$ cat config.mk
export PLATFORM = sky130hd
export DESIGN_NAME = bus_gate_mux
export DESIGN_NICKNAME = d
export VERILOG_FILES = /design/src/rtl/bus_gate_mux.sv
export SDC_FILE = /design/constraint.sdc
export NUM_CORES = 1
export LEC_CHECK = 0
export CAP_MARGIN = 20
export CORE_MARGIN = 4
export CORE_UTILIZATION = 40
export CTS_BUF_LIST = sky130_fd_sc_hd__clkbuf_2
export DETAILED_ROUTE_END_ITERATION = 8
export PLACE_DENSITY_LB_ADDON = 0.25
export RECOVER_POWER = 25
export SLEW_MARGIN = 5
export SYNTH_ARGS = -nofsm -noshare
export SYNTH_HDL_FRONTEND = slang
export SYNTH_SLANG_ARGS = --single-unit
$ cat constraint.sdc
create_clock -name Clk -period 2.85 [get_ports Clk]
set_input_delay 0.855 -clock Clk [delete_from_list [all_inputs] [get_ports Clk]]
set_output_delay 0.855 -clock Clk [all_outputs]
set_load 0.05 [all_outputs]
$ cat src/rtl/bus_gate_mux.sv
// Registered one-hot gated bus multiplexer with conflict detection, policy and diagnostics.
// One cycle of latency; no handshake, gate and source data are sampled together every cycle.
module bus_gate_mux #(
  parameter int WIDTH           = 16,
  parameter int N               = 4,
  parameter int CONFLICT_POLICY = 0,
  parameter int HOLD_IDLE       = 0,
  parameter int CNT_W           = 8
) (
  input  logic               Clk,
  input  logic               Reset,
  input  logic [N-1:0]       gate,
  input  logic [N*WIDTH-1:0] src_data,
  input  logic               clr_diag,
  output logic [WIDTH-1:0]   bus_out,
  output logic               bus_valid,
  output logic               conflict,
  output logic               conflict_sticky,
  output logic [N-1:0]       conflict_mask,
  output logic [CNT_W-1:0]   conflict_cnt
);

  typedef enum logic {CLEAN, FAULTED} diag_e;

  diag_e            state_q, state_d;
  logic [WIDTH-1:0] bus_q, bus_d;
  logic             valid_q, valid_d;
  logic             conflict_q, conflict_d;
  logic [N-1:0]     mask_q, mask_d;
  logic [CNT_W-1:0] cnt_q, cnt_d;

  logic             any_gate;
  logic             multi_gate;
  logic [WIDTH-1:0] low_sel;

  // Clearing the lowest set bit leaves something only when two or more gates are set.
  always_comb begin
    any_gate   = |gate;
    multi_gate = |(gate & (gate - N'(1)));
    low_sel    = '0;
    for (int i = N - 1; i >= 0; i--) begin
      if (gate[i]) low_sel = src_data[i*WIDTH +: WIDTH];
    end
  end

  always_comb begin
    bus_d      = '0;
    valid_d    = any_gate & ~multi_gate;
    conflict_d = multi_gate;
    if (multi_gate) begin
      bus_d = (CONFLICT_POLICY == 1) ? low_sel : '1;
    end else if (any_gate) begin
      bus_d = low_sel;
    end else if (HOLD_IDLE == 1) begin
      bus_d = bus_q;
    end
  end

  // Clear beats a same-cycle conflict; the mask keeps only the first conflict after a clear.
  always_comb begin
    state_d = state_q;
    mask_d  = mask_q;
    cnt_d   = cnt_q;
    if (clr_diag) begin
      state_d = CLEAN;
      mask_d  = '0;
      cnt_d   = '0;
    end else if (multi_gate) begin
      if (state_q == CLEAN) begin
        state_d = FAULTED;
        mask_d  = gate;
      end
      if (cnt_q != '1) cnt_d = cnt_q + CNT_W'(1);
    end
  end

  always_ff @(posedge Clk) begin
    if (Reset) begin
      state_q    <= CLEAN;
      bus_q      <= '0;
      valid_q    <= 1'b0;
      conflict_q <= 1'b0;
      mask_q     <= '0;
      cnt_q      <= '0;
    end else begin
      state_q    <= state_d;
      bus_q      <= bus_d;
      valid_q    <= valid_d;
      conflict_q <= conflict_d;
      mask_q     <= mask_d;
      cnt_q      <= cnt_d;
    end
  end

  assign bus_out         = bus_q;
  assign bus_valid       = valid_q;
  assign conflict        = conflict_q;
  assign conflict_sticky = (state_q == FAULTED);
  assign conflict_mask   = mask_q;
  assign conflict_cnt    = cnt_q;

endmodule

==> results.sh <==
export IMPL_grt_pass1_wl_mm=8.31
export IMPL_p_leak_uw=0.000942
export IMPL_crit_buf_inv=1
export IMPL_synth_avg_cell_area_sq_um=10.2
export IMPL_hold_buffers=0
export IMPL_ctsResizeCount=0
export IMPL_yosys_cell_types_count=45
export IMPL_antenna_cells=0
export IMPL_synth_edf_count=0
export IMPL_synth_area_leaders="dfxtp_1 39%, a221oi_1 8.9%, o31ai_2 7.1%"
export IMPL_maxCapViolations=0
export IMPL_required_ns=3.15
export IMPL_synth_nets=226
export IMPL_layout_drive_gt1_share_pct=9.88
export IMPL_dp_cells=293
export IMPL_via_count=1684
export IMPL_ir_worst_vdd_mv=0.282
export IMPL_drtIter0Drc=103
export IMPL_insertion_delay_ns=0.37
export IMPL_seqPwrFrac_pct=44.2
export IMPL_cts_sinks=31
export IMPL_worst_pin_slew_ns=0.614
export IMPL_synth_common_cells="31 x dfxtp_1, 16 x a221oi_1, 16 x o22ai_1"
export IMPL_cp_top_family="compound AO/OA/AOI/OAI gates"
export IMPL_worstPathMaxFanout=7
export IMPL_rsz0062_at_grt="false"
export IMPL_place_hpwl_mm=4.08
export IMPL_post_cts_buffers=0
export IMPL_synth_top_area_cell="dfxtp_1"
export IMPL_core_area_sq_um=3740
export IMPL_crit_path_start_kind="primary input"
export IMPL_fin_tns_setup_ns=0
export IMPL_power_total_uw=1080
export IMPL_crit_path_top_delay_cell="dlygate4sd3_1"
export IMPL_status="finished, final reports clean"
export IMPL_finalCriticalPeriod_ns=2.58
export IMPL_switching_share_pct=34.8
export IMPL_synth_seq_area_share_pct=39.4
export IMPL_fin_area_sq_um=2580
export IMPL_gp_congestion=0.804
export IMPL_antenna_found_initial=0
export IMPL_power_density_nw_per_um2=418
export IMPL_async_flop_share_pct=0
export IMPL_clockBufferDepth=2
export IMPL_cts_buffers=5
export IMPL_die_h_um=70.8
export IMPL_first_pass_iters=4
export IMPL_arrival_ns=2.88
export IMPL_drtAntennaViolNets=0
export IMPL_wirelength_mm=5.19
export IMPL_grt_max_degree=18
export IMPL_min_period_over_period_pct=90.4
export IMPL_clock_skew_ns=0.0165
export IMPL_area_delta_synth_final_pct=63.5
export IMPL_synth_top_cell_area_share_pct=39.4
export IMPL_io_pins=102
export IMPL_finish_utilization_pct=68.8
export IMPL_p_int_uw=702
export IMPL_slew_limit_headroom_pct=58.6
export IMPL_cts_root_buffer_cell="clkbuf_2"
export IMPL_grt_ovfl_total=0
export IMPL_drc=0
export IMPL_dieArea_sq_um=5010
export IMPL_post_synth_top_count_cell="dfxtp_1"
export IMPL_pwr_share_clk_pct=19.3
export IMPL_track_usage_pct=20.7
export IMPL_hold_violations=0
export IMPL_syn_inst=154
export IMPL_cts_tree="yes"
export IMPL_initial_core_util_pct=42.1
export IMPL_path_cells="dlygate4sd3_1, maj3_1, o21ai_0, nor2_1, a311oi_1"
export IMPL_yosys_warnings=0
export IMPL_setup_viol=0
export IMPL_clock_fmax_mhz=388
export IMPL_combPwrFrac_pct=36.5
export IMPL_htree_levels=2
export IMPL_placed_area_sq_um=2570
export IMPL_stdcell_count=301
export IMPL_grt_pass1_vias=1631
export IMPL_path_clk_slew_ns=0.17
export IMPL_port_buffer_count=101
export IMPL_wl_per_cell_um=17.2
export IMPL_final_max_slew_viol_count=0
export IMPL_hp_class="reg -> reg"
export IMPL_critPathMaxStageDelay_ns=0.60
export IMPL_rows=22
export IMPL_synth_area_sq_um=1580
export IMPL_critPathKind="in -> reg"
export IMPL_via_per_inst=5.59
export IMPL_cp_end_kind="flip-flop"
export IMPL_final_nets=324
export IMPL_ys_seq_elements=31
export IMPL_fp_dieW_um=70.8
export IMPL_switchingPower_uw=375
export IMPL_synthFlopType="dfxtp_1"
## cell type report
cell class | count | area [sq um]
multi-input combinational | 104 | 796
clock buffer | 5 | 25.0
clock inverter | 3 | 15.0
sequential | 31 | 621
tap | 48 | 60.1
timing repair buffer | 106 | 1040
fill | 319 | 1170
inverter | 4 | 15.0
## stage by stage
stage	hold WS (ns)	setup slack, ns
2_1_floorplan	0.732	0.808
3_3_place_gp	0.476	0.269
3_5_place_dp	0.485	0.227
4_1_cts	0.529	0.250
5_1_grt	0.574	0.144
6_report	0.522	0.275
## logic make-up after synthesis
kind of cell               after synthesis  share of synthesized area (%)
and+or+nand+nor                         29                           10.3
adders and majority gates                2                           1.67
buffers and inverters                   19                           8.02
muxes                                    3                           1.91
DFF                                     31                           39.4
AOI/OAI and AO/OA                       70                           38.7
## power groups by stage
stage / registers (uW) / clock network (uW) / logic [uW]
2_1_floorplan: 599 / 0 / 114
3_3_place_gp: 486 / 0 / 399
3_5_place_dp: 486 / 0 / 401
4_1_cts: 477 / 216 / 402
5_1_grt: 480 / 231 / 415
6_report: 476 / 208 / 393
## layer usage
layer  wire, um  GRT usage [%]  vias to the layer above
met1       2250           27.1                      792
li1           -              -                      815
met3        437           7.10                        9
met2       2420           32.5                       68
met5          0              0                        -
met4         71           5.64                        0
## final timing paths
| check | startpoint | to | slack [ns] | cells after the start |
|---|---|---|---|---|
| worst max register to register | conflict_cnt[0] | conflict_cnt[0] | 1.25 | 5 |
| worst max-delay path | gate[0] | conflict_cnt[6] | 0.27 | 5 |
| worst min-delay path | conflict_mask[0] | conflict_mask[0] | 0.52 | 2 |
| worst min register to register | conflict_mask[0] | conflict_mask[0] | 0.52 | 2 |
## sequential cells by signal (all words and copies together), names as in the netlist
register and cells:
bus_valid 1, conflict_cnt 8, conflict 1, conflict_sticky 1
conflict_mask 4, bus_out 16
## cell usage in the layout (no fill, tap or decap), types with 2 or more instances in the layout
master and n:
o31ai_2 9, a311oi_1 4, buf_4 4, a41oi_1 2, dfxtp_1 31, a31oi_1 2
mux2i_1 3, a21oi_1 3, nand2_1 4, inv_1 2, o22ai_1 16, o31ai_1 7
and3_1 4, or3_1 2, nor2_1 9, clkdlybuf4s50_1 100, a221oi_1 16, o21ai_0 3
clkbuf_2 5, or2_2 2, clkinv_1 3
## worst register-to-register path, cell delays in order (launching register included)
cell,delay [ns]
dfxtp_1,0.37
ha_1,0.28
and4_1,0.24
and2_1,0.19
or3_1,0.31
a21oi_1,0.15
Note: power is estimated with default switching activity, not from simulation.
